## config.mk

```make
export PLATFORM = sky130hd
export DESIGN_NAME = spi_master_seq
export DESIGN_NICKNAME = d
export VERILOG_FILES = /design/src/rtl/spi_master_seq.sv
export SDC_FILE = /design/constraint.sdc
export NUM_CORES = 1
export LEC_CHECK = 0
export BUFFER_PORTS_ARGS = -buffer_cell sky130_fd_sc_hd__buf_2
export CAP_MARGIN = 20
export CORE_MARGIN = 2
export CORE_UTILIZATION = 58
export CTS_BUF_LIST = sky130_fd_sc_hd__clkbuf_16
export CTS_CLUSTER_DIAMETER = 150
export DETAILED_ROUTE_END_ITERATION = 8
export MAX_ROUTING_LAYER = met4
export PLACE_DENSITY = 0.82
export SETUP_SLACK_MARGIN = 0.02
export SYNTH_ARGS = -nofsm -noshare
export SYNTH_HDL_FRONTEND = slang
export SYNTH_SLANG_ARGS = --single-unit
```

## constraint.sdc

```tcl
create_clock -name clk_i -period 3.2 [get_ports clk_i]
set_input_delay 0.32 -clock clk_i [delete_from_list [all_inputs] [get_ports clk_i]]
set_output_delay 0.32 -clock clk_i [all_outputs]
set_load 0.02 [all_outputs]
```

## src/rtl/spi_master_seq.sv

```systemverilog
// ---------------------------------------------------------------------------
// spi_master_seq
//
// Single-word SPI master, mode 0 (sck idles low, data sampled on sck rise).
// One transfer moves WIDTH bits MSB first on mosi and collects WIDTH bits
// from miso. Each sck half-period lasts CLK_DIV clk cycles.
//
// Sequence per transfer:
//   IDLE -> LEAD -> (HIGH -> LOW) x (WIDTH-1) -> HIGH -> END -> IDLE
// Every phase lasts CLK_DIV cycles, so cs_n is low for
// CLK_DIV*(2*WIDTH+1) cycles and sck shows exactly WIDTH rising edges.
//
// Ports:
//   clk_i       system clock, rising edge
//   rst_i       synchronous active-high reset, aborts any transfer
//   tx_data_i   word to send, captured on acceptance
//   tx_valid_i  request; accepted when tx_ready_o is high on a clk edge
//   tx_ready_o  high exactly while idle (low for one cycle after reset)
//   rx_data_o   last received word, held until the next rx_valid_o pulse
//   rx_valid_o  one-cycle pulse when rx_data_o updates
//   sck_o       SPI clock
//   mosi_o      serial data out
//   miso_i      serial data in
//   cs_n_o      active-low chip select
//
// All outputs come straight from flops.
// ---------------------------------------------------------------------------
module spi_master_seq #(
    parameter int WIDTH   = 8,
    parameter int CLK_DIV = 2
) (
    input  logic             clk_i,
    input  logic             rst_i,
    input  logic [WIDTH-1:0] tx_data_i,
    input  logic             tx_valid_i,
    output logic             tx_ready_o,
    output logic [WIDTH-1:0] rx_data_o,
    output logic             rx_valid_o,
    output logic             sck_o,
    output logic             mosi_o,
    input  logic             miso_i,
    output logic             cs_n_o
);

    localparam int CW = (CLK_DIV > 1) ? $clog2(CLK_DIV) : 1;
    localparam int BW = $clog2(WIDTH + 1);

    localparam logic [CW-1:0] CNT_LOAD = CW'(CLK_DIV - 1);
    localparam logic [BW-1:0] BIT_LAST = BW'(WIDTH);

    typedef enum logic [2:0] {
        S_IDLE,
        S_LEAD,
        S_HIGH,
        S_LOW,
        S_END
    } state_e;

    state_e           state_q, state_d;
    logic [CW-1:0]    cnt_q, cnt_d;
    logic [BW-1:0]    bit_q, bit_d;
    logic [WIDTH-1:0] tx_sh_q, tx_sh_d;
    logic [WIDTH-1:0] rx_sh_q, rx_sh_d;
    logic [WIDTH-1:0] rx_data_q, rx_data_d;
    logic             tx_ready_q, tx_ready_d;
    logic             rx_valid_q, rx_valid_d;
    logic             sck_q, sck_d;
    logic             cs_n_q, cs_n_d;

    logic             accept;
    logic             phase_done;
    logic             state_chg;
    logic             enter_high;
    logic             enter_low;

    // tx_ready_q tracks the idle state, so no separate state check is needed.
    assign accept     = tx_valid_i && tx_ready_q;
    assign phase_done = (cnt_q == '0);
    assign state_chg  = (state_d != state_q);
    assign enter_high = state_chg && (state_d == S_HIGH);
    assign enter_low  = state_chg && (state_d == S_LOW);

    // -----------------------------------------------------------------------
    // State register (also holds all datapath and output flops)
    // -----------------------------------------------------------------------
    always_ff @(posedge clk_i) begin
        if (rst_i) begin
            state_q    <= S_IDLE;
            cnt_q      <= CNT_LOAD;
            bit_q      <= '0;
            tx_sh_q    <= '0;
            rx_sh_q    <= '0;
            rx_data_q  <= '0;
            tx_ready_q <= 1'b0;
            rx_valid_q <= 1'b0;
            sck_q      <= 1'b0;
            cs_n_q     <= 1'b1;
        end else begin
            state_q    <= state_d;
            cnt_q      <= cnt_d;
            bit_q      <= bit_d;
            tx_sh_q    <= tx_sh_d;
            rx_sh_q    <= rx_sh_d;
            rx_data_q  <= rx_data_d;
            tx_ready_q <= tx_ready_d;
            rx_valid_q <= rx_valid_d;
            sck_q      <= sck_d;
            cs_n_q     <= cs_n_d;
        end
    end

    // -----------------------------------------------------------------------
    // Next-state logic
    // -----------------------------------------------------------------------
    always_comb begin
        state_d = state_q;
        case (state_q)
            S_IDLE: if (accept)     state_d = S_LEAD;
            S_LEAD: if (phase_done) state_d = S_HIGH;
            // bit_q already counts the HIGH phase in progress
            S_HIGH: if (phase_done) state_d = (bit_q == BIT_LAST) ? S_END : S_LOW;
            S_LOW:  if (phase_done) state_d = S_HIGH;
            S_END:  if (phase_done) state_d = S_IDLE;
            default:                state_d = S_IDLE;
        endcase
    end

    // -----------------------------------------------------------------------
    // Output / datapath next values
    // -----------------------------------------------------------------------
    always_comb begin
        // Half-period counter reloads on every phase change so a phase never
        // inherits leftover count from the previous one.
        if (state_chg || (state_q == S_IDLE)) begin
            cnt_d = CNT_LOAD;
        end else begin
            cnt_d = cnt_q - 1'b1;
        end

        tx_ready_d = (state_d == S_IDLE);
        cs_n_d     = (state_d == S_IDLE);
        sck_d      = (state_d == S_HIGH);
        rx_valid_d = (state_q == S_END) && (state_d == S_IDLE);
        rx_data_d  = rx_valid_d ? rx_sh_q : rx_data_q;

        bit_d   = bit_q;
        tx_sh_d = tx_sh_q;
        rx_sh_d = rx_sh_q;

        if (accept) begin
            tx_sh_d = tx_data_i;
            bit_d   = '0;
        end

        // Sample miso as sck rises; first bit ends up in the MSB.
        if (enter_high) begin
            rx_sh_d = {rx_sh_q[WIDTH-2:0], miso_i};
            bit_d   = bit_q + 1'b1;
        end

        // mosi is the shifter MSB: advance only on sck fall. After the last
        // HIGH the block enters END instead of LOW, so the LSB stays put.
        if (enter_low) begin
            tx_sh_d = {tx_sh_q[WIDTH-2:0], 1'b0};
        end

        // Return mosi to 0 once the transfer is over.
        if (rx_valid_d) begin
            tx_sh_d = '0;
        end
    end

    assign tx_ready_o = tx_ready_q;
    assign rx_data_o  = rx_data_q;
    assign rx_valid_o = rx_valid_q;
    assign sck_o      = sck_q;
    assign mosi_o     = tx_sh_q[WIDTH-1];
    assign cs_n_o     = cs_n_q;

endmodule

```

# Word-level counts from Yosys, hierarchy flattened

Cells that the tools add are included.

Register bits after elaboration: 36
Bits of input ports: 12
Output and inout port bits: 13

$add $sub $neg: 2
Equal/unequal tests: 8
Mux-type cells: 10
Reductions and logical operators: 13

Operator list:

| operator                                                         | count |
|---|---|
| 8-bit 2-to-1 mux                                                 | 2 |
| 3-bit 2-to-1 mux                                                 | 5 |
| 3-bit by 2-bit == test with 1-bit output (second input constant) | 4 |
| 3-bit case mux with 4 select lines                               | 1 |
| 4-bit 2-to-1 mux                                                 | 2 |
| 3-bit zero test                                                  | 2 |
| 2-bit OR reduction                                               | 3 |
| 4-bit by 1-bit adder with 4-bit output (second input constant)   | 1 |
| 4-bit == test (second input constant)                            | 1 |
| 1-bit logical AND                                                | 4 |
| 2-bit nonzero test                                               | 2 |
| 3-bit by 1-bit == test with 1-bit output (second input constant) | 1 |
| 3-bit == test (second input constant)                            | 1 |
| 3-bit != test                                                    | 1 |
| 3-bit OR reduction                                               | 1 |
| 1-bit logical OR                                                 | 1 |
| 1-bit subtractor (second input constant)                         | 1 |

# Longest topological paths before layout

Gate-level depths: netlist (run 1).

Depth in word-level cells: 7
Gate-level depth with buffers: 6

# Least setup slack after synthesis (run 1)

No wires, ideal clock.

Kind: register -> register
Start point: reg cnt_q
End point: reg tx_sh_q[0]
Setup time: 0.118 ns
Arrival time: 1.406 ns
Required time: 3.082 ns
Slack: 1.676 ns
Cell stages (with the launch flop): 6
Buffers on the path: 2
Clock period less this slack: 1.524 ns
Cells stage by stage: dfxtp_1 -> or4b_1 -> buf_2 -> or2_0 -> buf_6 -> nor3b_1

Cells in the longest elaborated chain, start to end: 5
Elaborated cells between the ends (all ways): 10
Classes of those cells: eq/ne: 2; mux: 4; reduce/logical: 4

RTL lines:

| item                                  | line    | text |
|---|---|---|
| from (decl)                           | 60      | `logic [CW-1:0] cnt_q, cnt_d;` |
| from (signal assigned)                | 100     | `cnt_q <= cnt_d;` |
| 3-bit 2-to-1 mux (on tied branches)   | n/a     |  |
| 3-bit case mux with 4 select lines *  | 117     | `case (state_q)` |
| 3-bit != test (tied with other cells) | 79      | `assign state_chg = (state_d != state_q);` |
| 1-bit logical AND (on tied branches)  | 81, 143 |  |
| 3-bit OR reduction (no line) *        | n/a     |  |
| to (signal assigned)                  | 102     | `tx_sh_q <= tx_sh_d;` |
| to (decl)                             | 62      | `logic [WIDTH-1:0] tx_sh_q, tx_sh_d;` |

Every way passes the cells marked *; elsewhere a longest branch is shown, timed or not.
A chain may end at the register's enable or synchronous reset.

# Worst setup path after layout (run 1)

Start point: reg state_q[1]
End point: reg tx_sh_q[0]

Cells in the longest elaborated chain, start to end: 6
Elaborated cells between the ends (all ways): 17
Classes of those cells: eq/ne: 6; mux: 5; reduce/logical: 6

RTL lines:

| item                                                                                                 | line    | text |
|---|---|---|
| from (decl)                                                                                          | 59      | `state_e state_q, state_d;` |
| from (signal assigned)                                                                               | 99      | `state_q <= state_d;` |
| 3-bit by 2-bit == test with 1-bit output or 3-bit by 1-bit == test with 1-bit output (tied branches) | 117     |  |
| 2-bit OR reduction (no line)                                                                         | n/a     |  |
| 3-bit case mux with 4 select lines                                                                   | 117     |  |
| 3-bit != test (tied with other cells)                                                                | 79      |  |
| 1-bit logical AND (on tied branches)                                                                 | 81, 143 |  |
| 3-bit OR reduction (no line) *                                                                       | n/a     |  |

Marks and branches as above.

==> results of run 1 <==
synth_stat cells, drive strengths merged:
master   number
and3b         2
o221ai        1
or3b          1
nand4b        1
nand2        38
a211oi        9
o32ai         1
nand3         3
mux2i         8
or3           1
a21oi        19
o21ai         2
nand2b        4
nor2          5
a311oi        2
buf           8
nor4b         1
nor3b         4
clkbuf        7
ha            2
a2bb2oi       1
a41oi         1
nor3          8
nor2b         1
dfxtp        36
or2           1
or4b          2
inv           3
per-stage QoR:
step	power, mW	worst slack, ns	std cells
3_3_place_gp	0.5283	1.271	212
2_1_floorplan	0.5168	1.676	172
4_1_cts	1.066	1.186	220
3_5_place_dp	0.5310	1.200	212
5_1_grt	1.093	1.061	220
6_report	1.058	1.148	220
sequential cells by signal, indices dropped and copies added (netlist names):
signal and flops:
tx_ready_o 1, rx_data_o 8, tx_sh_q 8, cs_n_o 1, state_q 3, rx_valid_o 1, bit_q 4, cnt_q 1
rx_sh_q 8, sck_o 1
worst max path at each step:
stage | from | endpoint | slack [ns] | depth (start not counted)
6_report | state_q[1]$_SDFF_PP0_ | tx_sh_q[0]$_SDFFE_PP0P_ | 1.15 | 3
5_1_grt | state_q[1]$_SDFF_PP0_ | tx_sh_q[0]$_SDFFE_PP0P_ | 1.06 | 3
4_1_cts | state_q[1]$_SDFF_PP0_ | tx_sh_q[0]$_SDFFE_PP0P_ | 1.19 | 3
3_5_place_dp | state_q[1]$_SDFF_PP0_ | tx_sh_q[0]$_SDFFE_PP0P_ | 1.20 | 3
3_3_place_gp | state_q[1]$_SDFF_PP0_ | tx_sh_q[0]$_SDFFE_PP0P_ | 1.27 | 3
2_1_floorplan | cnt_q$_SDFF_PP1_ | tx_sh_q[0]$_SDFFE_PP0P_ | 1.68 | 5
power by group through the flow:
stage          logic, mW  clock network, mW  registers, mW
2_1_floorplan     0.0404                  0          0.476
3_3_place_gp      0.0515                  0          0.477
3_5_place_dp      0.0535                  0          0.478
4_1_cts           0.0543              0.544          0.468
5_1_grt           0.0585              0.565          0.470
6_report          0.0538              0.536          0.468
metal layers:
layer / part of all wire (%) / vias to the layer above / global-route usage (%)
li1: - / 635 / -
met1: 44 / 598 / 25.89
met2: 51 / 20 / 35.71
met3: 2.6 / 7 / 9.133
met4: 1.8 / 0 / 7.666
met5: 0 / - / -
worst max-delay path: cells and delay by family, from the launching register on:
family        cells  cell delay [ns]
simple gates      3             1.38
flops             1             0.55
kinds of logic after synthesis:
kind of cell / synth area share (%)
buffers and inverters: 5.555
DFF: 47.06
muxes: 5.229
adders and majority gates: 1.634
AOI/OAI and AO/OA: 16.99
and+or+nand+nor: 23.53
final cells by class:
cell class | instances | area [um^2]
Timing Repair Buffer | 25 | 127.6
Inverter | 3 | 11.26
Fill cell | 193 | 713.2
Multi-Input combinational cell | 118 | 725.7
Tap cell | 30 | 37.54
Clock inverter | 3 | 38.79
Sequential cell | 36 | 720.7
Clock buffer | 5 | 125.1
==> impl_metrics.py, run 1 <==
metrics = {
    "grt": {
        "antenna_found_initial": 0,
        "grt_usage_pct": 22.54,
        "grt_max_degree": 28,
        "grt_pass1_wl_um": 5202,
        "grt_pass1_vias": 1121,
        "globalRoute.totalOverflow": 0,
    },
    "drt": {
        "num_vias": 1260,
        "detail-route-antenna-nets": 0,
        "vias_per_cell": 5.727,
        "wl_per_cell_um": 13.70,
        "routed_wl_um": 3013,
        "drt_iter0_drc": 41,
        "drc": 0,
        "firstDrtPassIters": 4,
    },
    "pwr": {
        "max-vdd-ir-drop_uv": 654.7,
        "seqPwrFrac_pct": 44.3,
        "combPwrFrac_pct": 5.1,
        "powerDensity_nw_per_um2": 592.0,
        "swShare_pct": 20.10,
        "pwr-share-clk_pct": 50.6,
        "power.internal_mw": 0.8451,
        "switchingPower_mw": 0.2126,
        "p_leak_nw": 0.7172,
    },
    "layout": {
        "fin_nets": 203,
        "drive_gt1_share_pct": 21.05,
        "design_area_um2": 1787,
        "layout_common_cells": "38 x nand2_1, 36 x dfxtp_1, 24 x buf_2",
        "post-route-util_pct": 71.47,
        "layout_commonest_cell": "nand2_1",
        "diodes": 0,
        "syn2layout_area_growth_pct": 16.67,
    },
    "logic_synthesis": {
        "synth_top_area_share_pct": 47.06,
        "yosysTopAreaCell": "dfxtp_1",
        "synthTopCellsByArea": "dfxtp_1 47%, nand2_1 9.3%, a21oi_1 6.2%, a211oi_2 5.7%, mux2i_1 5.2%",
        "synth_area_um2": 1531,
        "synth_cell_type_count": 33,
        "synth-seq-cells": 36,
        "yosysWarnings": 0,
        "synth_nets": 186,
        "avgSynthCellArea_um2": 8.904,
        "synth_seq_area_share_pct": 47.06,
        "netlist_instances": 172,
    },
    "worst_setup_path": {
        "critPathRequiredTime_ns": 3.35,
        "path_max_fanout": 12,
        "worstPathArrival_ns": 2.20,
        "endpoint_kind": "flop",
        "crit_slowest_cell": "or4b_1",
        "r2r_cells": 3,
        "path_cells": "or4b_1, or2_0, nor3b_1",
        "start_kind": "flop",
        "path_class": "reg -> reg",
        "r2r-end": "tx_sh_q[0]$_SDFFE_PP0P_",
        "max_stage_delay_ns": 0.63,
        "r2r_start": "state_q[1]$_SDFF_PP0_",
        "rrSetupSlack_ns": 1.15,
    },
    "floorplan": {
        "die_w_um": 55.39,
        "core_um2": 2500,
        "num_io_pins": 25,
        "dieArea_um2": 3068,
        "die-height_um": 55.39,
        "fp-row-count": 18,
        "start_util_pct": 61.26,
    },
    "timing": {
        "finClkSkew_ns": 0.003768,
        "rsz0062_at_grt": "no",
        "tns_ns": 0,
        "setup_viol": 0,
        "fin_crit_ns": 2.052,
        "slew_viol_final": 0,
        "hold_viol": 0,
        "timing.final.crit_share_pct": 64.13,
        "max_slew_margin_pct": 55.29,
        "max_freq_mhz": 487.3,
        "tightest_slew_ns": 0.6689,
        "whs_ns": 0.2854,
    },
    "clock_tree": {
        "cts_buffers": 5,
        "post_cts.repair.setup_buffers": 0,
        "cts-resized-gates": 0,
        "clk_pin_slew_ns": 0.05,
        "clock_latency_ns": 0.28,
        "hold_buffers": 0,
        "cts_tree": "yes",
        "cts_buffer_depth": 2,
        "cts_sinks": 36,
        "h-tree-depth": 2,
        "cts-root-buf": "clkbuf_16",
    },
    "worst_hold_path": {
        "min_path_type": "in -> reg",
        "hold_start": "miso_i",
        "worstHoldEndpoint": "rx_sh_q[0]$_SDFFE_PP0P_",
        "hold_depth": 3,
    },
    "placement": {
        "place_area_um2": 1623,
        "globalplace.congestion": 0.7556,
        "dp_hpwl_um": 1991,
        "io_buffers": 24,
    },
    "status": {
        "status": "completed",
    },
    "flow_run": {
        "maxCapViolCount": 0,
    },
}
No activity file was read; power rests on OpenSTA's default activity.
==> run 2: changes to the inputs <==
ABC_AREA = 1   (was default)
CORE_UTILIZATION = 49   (was 58)
PLACE_DENSITY = 0.74   (was 0.82)
clock period = 1.75 ns   (was 3.2 ns; I/O delays follow)
==> run 2 against run 1 <==
Sequential power increased by 83%. Die area increased by 16%. Cell count increased by 24%. Routed wire length increased by 6.8%. Core utilization decreased by 5.6 points. Non-clock buffer count increased by 8. Sequential share of layout area decreased by 3.8 points.
==> impl_metrics.py, run 2 <==
metrics = {
    "clock_tree": {
        "cts_tree": "yes",
        "cts_sinks": 36,
        "cts_buffer_depth": 2,
        "h-tree-depth": 2,
        "cts-root-buf": "clkbuf_16",
        "clock_latency_ns": 0.27,
        "cts_buffers": 5,
        "clk_pin_slew_ns": 0.05,
        "hold_buffers": 0,
    },
    "logic_synthesis": {
        "synth_edf_count": 0,
        "synth_commonest_cells": "54 x nand2_1, 36 x dfxtp_1, 27 x nor2_1",
        "yosysTopAreaCell": "dfxtp_1",
        "synthArstFlopShare_pct": 0,
        "synth_area_um2": 1520,
        "synthTopCellsByArea": "dfxtp_1 47%, nand2_1 13%, nor2_1 6.7%, nand3_1 5.3%, o21ai_0 3.6%",
        "synth-seq-cells": 36,
        "synth_nets": 217,
        "yosysWarnings": 0,
        "yosysMostFrequentCell": "nand2_1",
        "synth_top_area_share_pct": 47.41,
        "avgSynthCellArea_um2": 7.489,
        "netlist_instances": 203,
        "synth_cell_type_count": 23,
        "yosys_most_used_dff": "dfxtp_1",
        "synth_seq_area_share_pct": 47.41,
    },
    "worst_setup_path": {
        "path_class": "reg -> reg",
        "crit_slowest_cell": "dfxtp_2",
        "max_stage_delay_ns": 0.34,
        "endpoint_kind": "flop",
        "start_kind": "flop",
        "path_max_fanout": 4,
        "path_cells": "inv_2, ha_1, nand2_1, inv_1, nand2_2, nand2_2, nand2_1, inv_2, nor2_4, buf_6, nand3_1, a21oi_2",
        "worstPathArrival_ns": 1.83,
        "critPathRequiredTime_ns": 1.96,
    },
    "timing": {
        "max_slew_margin_pct": 81.69,
        "hold_viol": 0,
        "rsz0062_at_grt": "yes",
        "slew_viol_final": 0,
        "setup_viol": 0,
        "tightest_slew_ns": 0.2737,
        "max_freq_mhz": 616.1,
        "fin_crit_ns": 1.623,
        "timing.final.crit_share_pct": 92.74,
        "finClkSkew_ns": 0.001553,
    },
    "layout": {
        "finalNonFillerCells": 273,
        "layout_commonest_cell": "nand2_1",
        "nFillCells": 259,
        "diodes": 0,
        "layout_common_cells": "50 x nand2_1, 35 x dfxtp_1, 24 x buf_2",
        "design_area_um2": 1978,
        "fin_nets": 253,
        "post-route-util_pct": 65.88,
        "syn2layout_area_growth_pct": 30.12,
        "drive_gt1_share_pct": 31.67,
    },
    "pwr": {
        "max-vdd-ir-drop_uv": 677.6,
        "combPwrFrac_pct": 9.3,
        "pwr-share-clk_pct": 48.2,
        "powerDensity_nw_per_um2": 1021,
        "seqPwrFrac_pct": 42.5,
        "power_mw": 2.020,
        "power.internal_mw": 1.575,
        "swShare_pct": 22.03,
        "switchingPower_mw": 0.4450,
        "p_leak_nw": 0.9529,
    },
    "status": {
        "status": "completed",
    },
    "grt": {
        "globalRoute.totalOverflow": 0,
        "grt_max_degree": 19,
        "grt_pass1_vias": 1096,
        "antenna_found_initial": 0,
        "grt_pass1_wl_um": 5043,
        "grt_usage_pct": 19.73,
    },
    "placement": {
        "dp_hpwl_um": 2032,
        "globalplace.congestion": 0.8401,
        "io_buffers": 24,
        "place_area_um2": 1712,
        "place_inst": 263,
    },
    "floorplan": {
        "start_util_pct": 50.63,
        "num_io_pins": 25,
        "dieArea_um2": 3564,
        "die-height_um": 59.70,
        "fp-row-count": 20,
        "die_w_um": 59.70,
        "core_um2": 3003,
    },
    "drt": {
        "firstDrtPassIters": 4,
        "drc": 0,
        "wl_per_cell_um": 11.79,
        "vias_per_cell": 5.018,
        "routed_wl_um": 3219,
        "drt_iter0_drc": 67,
        "detail-route-antenna-nets": 0,
        "num_vias": 1370,
    },
    "worst_hold_path": {
        "min_path_type": "in -> reg",
    },
    "flow_run": {
        "maxCapViolCount": 0,
    },
}
## run 2: final cells by class
cell class	count	area, um^2	area share (%)
multi-input combinational	148	787.0	39.78
sequential	36	721.9	36.50
timing repair buffer	33	195.2	9.867
clock buffer	5	125.1	6.325
inverter	15	68.82	3.479
tap	33	41.29	2.087
clock inverter	3	38.79	1.961
## run 2: cell families (layout without fill, tap and decap cells)
family          after synthesis  in the layout  synth area share (%)
flops                        36             36                 47.41
xor+xnor                      2              2                 1.152
buf+inv                      20             56                 5.678
fa+ha+maj                     2              2                 1.646
simple gates                112            113                 33.17
compound gates               31             31                 10.95
## run 2: per-stage QoR
stage / worst slack [ns] / hold slack [ns] / TNS (ns)
after global placement: 0.06086 / 0.4471 / 0
final: 0.1270 / 0.1501 / 0
after CTS: 0.05335 / 0.1665 / 0
after floorplan: 0.1103 / 0.3380 / 0
after global routing: -0.009339 / 0.1548 / -0.02484
after detailed placement: 0.01129 / 0.4421 / 0
## run 2: layer usage
metal | up-vias | part of all wire (%) | global-route usage (%)
met4 | 0 | 0.99 | 6.667
met5 | - | 0 | -
li1 | 729 | - | -
met1 | 601 | 47 | 25.47
met2 | 35 | 46 | 28.57
met3 | 5 | 5.2 | 7.143
## run 2: power groups by stage
stage | clock network, mW | registers (mW) | logic [mW]
floorplan | 0 | 0.881 | 0.104
global placement | 0 | 0.874 | 0.162
detailed placement | 0 | 0.875 | 0.163
CTS | 0.992 | 0.857 | 0.169
global route | 1.02 | 0.860 | 0.209
finish | 0.974 | 0.858 | 0.188
## run 2: worst paths after layout
kind / from / end / slack (ns) / cells after the start
max: bit_q[0]$_SDFFE_PP0P_ / bit_q[3]$_SDFFE_PP0P_ / 0.13 / 12
min: miso_i / rx_sh_q[0]$_SDFFE_PP0P_ / 0.15 / 3
max reg2reg: bit_q[0]$_SDFFE_PP0P_ / bit_q[3]$_SDFFE_PP0P_ / 0.13 / 12
min reg2reg: tx_sh_q[1]$_SDFFE_PP0P_ / tx_sh_q[1]$_SDFFE_PP0P_ / 0.46 / 2
## run 2: worst max-delay path, delay by kind of cell (launching register included)
family | cells | cell delay (ns)
AO/OA/AOI/OAI | 1 | 0.13
adder cells (fa/ha/maj) | 1 | 0.18
buffers and inverters | 4 | 0.30
flip-flops | 1 | 0.34
AND/OR/NAND/NOR | 6 | 0.60
## run 2: timing repair
action / CTS / global route
gates resized for setup: 3 / 24
setup buffers: 0 / 1
cloned: 0 / 1
setup endpoints to repair: 5 / 18
pin swaps: 1 / 5
